==> src/rtl/fmul_pipe_pkg.sv <==
`timescale 1ns/1ps
`default_nettype none
// +----------------------------------------------------------------------+
// | fmul_pipe_pkg : shared fp32 constants, rounding modes, class decode  |
// | Revision      : 1.0                                                  |
// +----------------------------------------------------------------------+
package fmul_pipe_pkg;

    localparam logic [30:0] C_ZERO = 31'h00000000;
    localparam logic [30:0] C_INF  = 31'h7f800000;
    localparam logic [30:0] C_NAN  = 31'h7fc00000;
    localparam logic [30:0] C_MAX  = 31'h7f7fffff;

    typedef enum logic [1:0] {
        RM_RNE = 2'b00,
        RM_RDN = 2'b01,
        RM_RUP = 2'b10,
        RM_RTZ = 2'b11
    } rm_e;

    typedef struct packed {
        logic exp_zero;
        logic exp_ones;
        logic frac_zero;
    } fp_class_t;

    function automatic fp_class_t fp_classify(input logic [30:0] x);
        fp_class_t c;
        c.exp_zero  = (x[30:23] == 8'h00);
        c.exp_ones  = (x[30:23] == 8'hff);
        c.frac_zero = (x[22:0] == 23'd0);
        return c;
    endfunction

endpackage
`default_nettype wire

==> src/rtl/fmul_mant24.sv <==
`timescale 1ns/1ps
`default_nettype none
// +----------------------------------------------------------------------+
// | fmul_mant24 : combinational 24x24 -> 48-bit unsigned mantissa product|
// | Revision    : 1.0                                                    |
// +----------------------------------------------------------------------+
module fmul_mant24 (
    input  logic [23:0] i_a,
    input  logic [23:0] i_b,
    output logic [47:0] o_p
);

    assign o_p = {24'd0, i_a} * {24'd0, i_b};

endmodule
`default_nettype wire

==> src/rtl/fp_msb_norm.sv <==
`timescale 1ns/1ps
`default_nettype none
// +----------------------------------------------------------------------+
// | fp_msb_norm : shifts a 24-bit fraction left until its MSB is set     |
// | Revision    : 1.0                                                    |
// +----------------------------------------------------------------------+
module fp_msb_norm (
    input  logic [23:0] i_frac,
    output logic [23:0] o_frac,
    output logic [4:0]  o_shamt
);

    // Highest set bit wins; an all-zero fraction reports a shift of zero.
    always_comb begin
        o_shamt = 5'd0;
        for (int i = 0; i < 24; i++) begin
            if (i_frac[i]) o_shamt = 5'(23 - i);
        end
    end

    assign o_frac = i_frac << o_shamt;

endmodule
`default_nettype wire

==> src/rtl/fmul_pipe.sv <==
`timescale 1ns/1ps
`default_nettype none
// +----------------------------------------------------------------------+
// | fmul_pipe : three-stage pipelined IEEE-754 single-precision multiply |
// | Revision  : 1.0                                                      |
// +----------------------------------------------------------------------+
module fmul_pipe
    import fmul_pipe_pkg::*;
(
    input  logic        clock,
    input  logic        resetn,
    input  logic [31:0] a,
    input  logic [31:0] b,
    input  logic [1:0]  rm,
    input  logic        fmul,
    input  logic        enable,
    output logic [31:0] s,
    output logic        s_valid
);

    // ---------------- E1: unpack and normalise ----------------
    fp_class_t   w_cls_a, w_cls_b;
    logic [23:0] w_frac_a, w_frac_b, w_norm_a, w_norm_b;
    logic [4:0]  w_sha, w_shb;
    logic [9:0]  w_exp10;

    assign w_cls_a  = fp_classify(a[30:0]);
    assign w_cls_b  = fp_classify(b[30:0]);
    // Denormals carry the fraction one place up, matching the divider.
    assign w_frac_a = w_cls_a.exp_zero ? {a[22:0], 1'b0} : {1'b1, a[22:0]};
    assign w_frac_b = w_cls_b.exp_zero ? {b[22:0], 1'b0} : {1'b1, b[22:0]};

    fp_msb_norm u_norm_a (.i_frac(w_frac_a), .o_frac(w_norm_a), .o_shamt(w_sha));
    fp_msb_norm u_norm_b (.i_frac(w_frac_b), .o_frac(w_norm_b), .o_shamt(w_shb));

    assign w_exp10 = {2'b00, a[30:23]} + {2'b00, b[30:23]} - 10'd126
                   - {5'd0, w_sha} - {5'd0, w_shb};

    logic        r1_valid, r1_sign;
    rm_e         r1_rm;
    logic [23:0] r1_frac_a, r1_frac_b;
    logic [9:0]  r1_exp;
    fp_class_t   r1_cls_a, r1_cls_b;

    always_ff @(posedge clock or negedge resetn) begin
        if (!resetn) begin
            r1_valid  <= 1'b0;
            r1_sign   <= 1'b0;
            r1_rm     <= RM_RNE;
            r1_frac_a <= '0;
            r1_frac_b <= '0;
            r1_exp    <= '0;
            r1_cls_a  <= '0;
            r1_cls_b  <= '0;
        end else if (enable) begin
            r1_valid  <= fmul;
            r1_sign   <= a[31] ^ b[31];
            r1_rm     <= rm_e'(rm);
            r1_frac_a <= w_norm_a;
            r1_frac_b <= w_norm_b;
            r1_exp    <= w_exp10;
            r1_cls_a  <= w_cls_a;
            r1_cls_b  <= w_cls_b;
        end
    end

    // ---------------- E2: mantissa product ----------------
    logic [47:0] w_prod;

    fmul_mant24 u_mant (.i_a(r1_frac_a), .i_b(r1_frac_b), .o_p(w_prod));

    logic        r2_valid, r2_sign;
    rm_e         r2_rm;
    logic [47:0] r2_prod;
    logic [9:0]  r2_exp;
    fp_class_t   r2_cls_a, r2_cls_b;

    always_ff @(posedge clock or negedge resetn) begin
        if (!resetn) begin
            r2_valid <= 1'b0;
            r2_sign  <= 1'b0;
            r2_rm    <= RM_RNE;
            r2_prod  <= '0;
            r2_exp   <= '0;
            r2_cls_a <= '0;
            r2_cls_b <= '0;
        end else if (enable) begin
            r2_valid <= r1_valid;
            r2_sign  <= r1_sign;
            r2_rm    <= r1_rm;
            r2_prod  <= w_prod;
            r2_exp   <= r1_exp;
            r2_cls_a <= r1_cls_a;
            r2_cls_b <= r1_cls_b;
        end
    end

    // ---------------- E3: normalise, round, specials ----------------
    logic [47:0] w_z, w_zs;
    logic [9:0]  w_e, w_shamt, w_exp_fin;
    logic        w_den, w_lost, w_g, w_r, w_st, w_inc, w_ovf;
    logic [23:0] w_mant;
    logic [24:0] w_mant_r;
    logic        w_nan_a, w_nan_b, w_inf_a, w_inf_b, w_zero_a, w_zero_b;
    logic [30:0] w_ovf_mag, w_calc, w_mag;

    always_comb begin
        w_z     = r2_prod[47] ? r2_prod : {r2_prod[46:0], 1'b0};
        w_e     = r2_prod[47] ? r2_exp  : r2_exp - 10'd1;
        w_den   = w_e[9] | (w_e == 10'd0);
        w_shamt = 10'd1 - w_e;
        w_zs    = w_z;
        w_lost  = 1'b0;
        if (w_den) begin
            if (w_shamt >= 10'd26) begin
                w_zs   = '0;
                w_lost = |w_z;
            end else begin
                w_zs   = w_z >> w_shamt[4:0];
                w_lost = |(w_z & ~({48{1'b1}} << w_shamt[4:0]));
            end
        end
        w_mant = w_zs[47:24];
        w_g    = w_zs[23];
        w_r    = w_zs[22];
        w_st   = (|w_zs[21:0]) | w_lost;

        w_inc = 1'b0;
        case (r2_rm)
            RM_RNE:  w_inc = w_g & (w_r | w_st | w_mant[0]);
            RM_RDN:  w_inc = (w_g | w_r | w_st) & r2_sign;
            RM_RUP:  w_inc = (w_g | w_r | w_st) & ~r2_sign;
            default: w_inc = 1'b0;
        endcase

        // A denormal that rounds up to the hidden-bit position becomes exponent 1.
        w_mant_r  = {1'b0, w_mant} + {24'd0, w_inc};
        w_exp_fin = w_den ? {9'd0, w_mant_r[23]} : w_e + {9'd0, w_mant_r[24]};
        w_ovf     = ~w_den & (w_exp_fin > 10'd254);

        w_ovf_mag = C_MAX;
        case (r2_rm)
            RM_RNE:  w_ovf_mag = C_INF;
            RM_RDN:  w_ovf_mag = r2_sign ? C_INF : C_MAX;
            RM_RUP:  w_ovf_mag = r2_sign ? C_MAX : C_INF;
            default: w_ovf_mag = C_MAX;
        endcase
        w_calc = w_ovf ? w_ovf_mag : {w_exp_fin[7:0], w_mant_r[22:0]};

        w_nan_a  = r2_cls_a.exp_ones & ~r2_cls_a.frac_zero;
        w_nan_b  = r2_cls_b.exp_ones & ~r2_cls_b.frac_zero;
        w_inf_a  = r2_cls_a.exp_ones &  r2_cls_a.frac_zero;
        w_inf_b  = r2_cls_b.exp_ones &  r2_cls_b.frac_zero;
        w_zero_a = r2_cls_a.exp_zero &  r2_cls_a.frac_zero;
        w_zero_b = r2_cls_b.exp_zero &  r2_cls_b.frac_zero;

        if (w_nan_a | w_nan_b | (w_inf_a & w_zero_b) | (w_zero_a & w_inf_b))
            w_mag = C_NAN;
        else if (w_inf_a | w_inf_b)
            w_mag = C_INF;
        else if (w_zero_a | w_zero_b)
            w_mag = C_ZERO;
        else
            w_mag = w_calc;
    end

    always_ff @(posedge clock or negedge resetn) begin
        if (!resetn) begin
            s       <= '0;
            s_valid <= 1'b0;
        end else if (enable) begin
            s       <= {r2_sign, w_mag};
            s_valid <= r2_valid;
        end
    end

endmodule
`default_nettype wire

==> config.mk <==
export PLATFORM = sky130hd
export DESIGN_NAME = fmul_pipe
export DESIGN_NICKNAME = d
export VERILOG_FILES = /design/src/rtl/fmul_pipe_pkg.sv /design/src/rtl/fmul_mant24.sv /design/src/rtl/fp_msb_norm.sv /design/src/rtl/fmul_pipe.sv
export SDC_FILE = /design/constraint.sdc
export NUM_CORES = 2
export LEC_CHECK = 0
export CAP_MARGIN = 20
export CORE_UTILIZATION = 55
export CTS_CLUSTER_DIAMETER = 80
export CTS_CLUSTER_SIZE = 12
export DETAILED_ROUTE_END_ITERATION = 10
export HOLD_SLACK_MARGIN = 0.12
export PLACE_DENSITY = 0.83
export SLEW_MARGIN = 40
export SYNTH_ARGS = -nofsm -noshare
export SYNTH_HDL_FRONTEND = slang
export SYNTH_SLANG_ARGS = --single-unit
==> constraint.sdc <==
create_clock -name clock -period 13.2 [get_ports clock]
set_input_delay 1.98 -clock clock [delete_from_list [all_inputs] [get_ports clock]]
set_output_delay 1.98 -clock clock [all_outputs]
set_load 0.01 [all_outputs]
==> out/results.txt <==
Status: completed
Avg Inst Size Synth: 8.52 µm²
Clock buffer count from CTS: 17
Largest family of logic cells by synthesized area: adder cells
Startpoint types: flip-flop
Reg-to-reg startpoint: r2_exp[0]
Final core occ: 0.593
Drt pass-1 iters: 6
Clock-pin slew on the worst setup and hold paths: 0.08 ns
Root Buffer: clkbuf_16
Sink Count: 169
Actual slew at the worst max-slew pin: 0.837 ns
Crit. End Element: flip-flop
Max-slew headroom: 0.426
Port Buf Inserts: 102
Critical path class: reg -> reg
Initial Utilization: 0.556
Via Count: 29.6k
CP Launch Point: r2_exp[0]
DR iter-0 viols: 2852
DRT antenna net count: 0
Wirelength, routed: 101 mm
Largest net degree at the start of global routing: 98
Design area: 36500 µm²
Worst Path Max Fanout: 68
Area contributors post-synth: fa_1 (29%), dfrtp_1 (12%), ha_1 (7.3%)
Setup Fix Bufs, Post-CTS: 0
Post-synth EDFFs: 0
Synthesized cell area: 34200 µm²
Die height: 252 µm
Worst setup path endpoint: s[12]
Post-synth top area share: 0.289
Post-CTS sizing: 0
Total grt overflow: 0
Total Nets Final: 4705
Data required, critical path: 13.59 ns
Post-synth cell types: 92
Minimum clock period: 10.21 ns
WP data arrival: 10.59 ns
H-Tree Depth: 4
I/O pin total: 103
Max-cap violation count: 0
Die Wd: 252 µm
GRT Util Overall: 0.329
GPL Wtd Cong: 0.981
Synth Area in Compound Gates: 0.151
Simple-gate portion of the synthesized area: 0.179
Cells after Synth: 4017
Fin. Hold Viols: 0
Register-to-register setup slack: 2.99 ns
Hold WC Path Type: reg -> reg
Syn_nets: 4782
CP most frequent cell: ha_1
Post-synth top flop: dfrtp_1
Synth warn: 0
Count leader, synth: inv_1
First-pass GRT wire length: 164 mm
Final setup fails: 0
Share of cells above drive strength 1: 0.0665
Reg-to-reg endpoint: s[12]
Crit-path slowest cell: inv_1
Hpwl dp: 76.2 mm
Area share of fa/ha/maj cells after synthesis: 0.363
Core Area: 61600 µm²
Die Area: 63300 µm²
WL per Instance: 21.0 µm
Hold_buf cts: 0
CP peak stage delay: 0.64 ns
Final slew viol count: 0
Tcrit/Tclk final: 0.773
Setup TNS: 0 ns
Achievable frequency: 98.0 MHz
Register area share after synthesis: 0.123
TritonCTS clock tree: built
DR vias/cell: 6.18
Vias in the first global route: 30.1k
Commonest cells post-synth: inv_1 (569), nand2_1 (527), fa_1 (494), and2_1 (223), clkbuf_1 (222)
Mux cell area share after synthesis: 0.0717
Asr flop ratio synth: 1.00
Row count: 91
RSZ-0062 raised after global routing: no
Antenna violations before repair: 2
R2R depth: 37
Number of synthesized register bits: 169
Layout area overhead: 6.63%
Post-DP Area: 35800 µm²
Clock Latency Late Sink: 0.48 ns
Skew final: 0.0159 ns
Post-synthesis xor/xnor area fraction: 0.0184
Post-route DRC: 0
Synth area leader: fa_1
WHS: 0.485 ns
Maximum clock path buffer count: 2
stage by stage:
stage          cells  setup WS (ns)
2_1_floorplan   4017           3.06
3_3_place_gp    4757           3.11
3_5_place_dp    4757           3.04
4_1_cts         4789           3.01
5_1_grt         4790           1.94
6_report        4791           2.99
registers in the layout, indices dropped and copies added (netlist names), 3 cells and up:
signal / count
r1_cls_a: 3
r2_cls_b: 3
r2_prod: 48
r1_exp: 10
s: 32
r2_exp: 10
r1_frac_b: 24
r1_frac_a: 24
r2_cls_a: 3
r1_cls_b: 3
cell usage in the layout, fill, tap and decap left out, types with 49 or more instances in the layout:
master / n
inv_1: 568
nand2_1: 527
fa_1: 494
and2_1: 223
ha_1: 201
nor2_1: 179
a21oi_1: 162
dfrtp_1: 162
o21ai_0: 141
mux2i_1: 108
clkdlybuf4s50_1: 100
mux2_2: 92
a211oi_1: 64
buf_4: 64
nor3_1: 55
xnor2_1: 49
area by class of cell:
cell class	instances	area, µm²
Multi-Input combinational cell	3008	26900
Fill cell	5231	25100
Sequential cell	169	4240
Inverter	574	2160
Timing Repair Buffer	170	1570
Tap cell	837	1050
Clock buffer	17	425
Clock inverter	15	210
Antenna cell	1	2.50
worst min path at each step:
stage | from | end | slack [ns] | depth (start not counted)
6_report | r1_cls_a[1] | r1_cls_a[1] | 0.49 | 1
5_1_grt | r1_cls_a[1] | r1_cls_a[1] | 0.50 | 1
4_1_cts | r1_cls_a[1] | r1_cls_a[1] | 0.49 | 1
3_5_place_dp | r1_cls_a[1] | r1_cls_a[1] | 0.47 | 1
3_3_place_gp | r1_exp[7] | r2_exp[7] | 0.46 | 2
2_1_floorplan | r1_exp[3] | r1_exp[3] | 0.45 | 2
critical path: cells and delay by family (launching register included):
family          cells  cell delay (ns)
compound gates     10             2.60
simple gates       11             2.60
buf+inv             9             2.40
fa+ha+maj           6             1.80
flops               1             0.35
mux                 1             0.30
cell families (layout without fill, tap and decap cells):
logic type | count (synthesis) | after routing
XOR/XNOR | 72 | 72
buffers and inverters | 840 | 776
multiplexers | 215 | 215
other | 0 | 1
flip-flops | 169 | 169
adder cells (fa/ha/maj) | 697 | 697
AO/OA/AOI/OAI | 764 | 764
AND/OR/NAND/NOR | 1260 | 1260
layer usage:
layer  routed length, µm  track usage  vias to the layer above
li1                    -            -                    13200
met1               40300        0.435                    14700
met2               46900        0.530                     1469
met3                9310       0.0658                      261
met4                4160        0.132                        2
met5                  11            0                        -
Power is not shown: default switching activity piles up to over one toggle a cycle in this logic, so the estimate is an artifact.
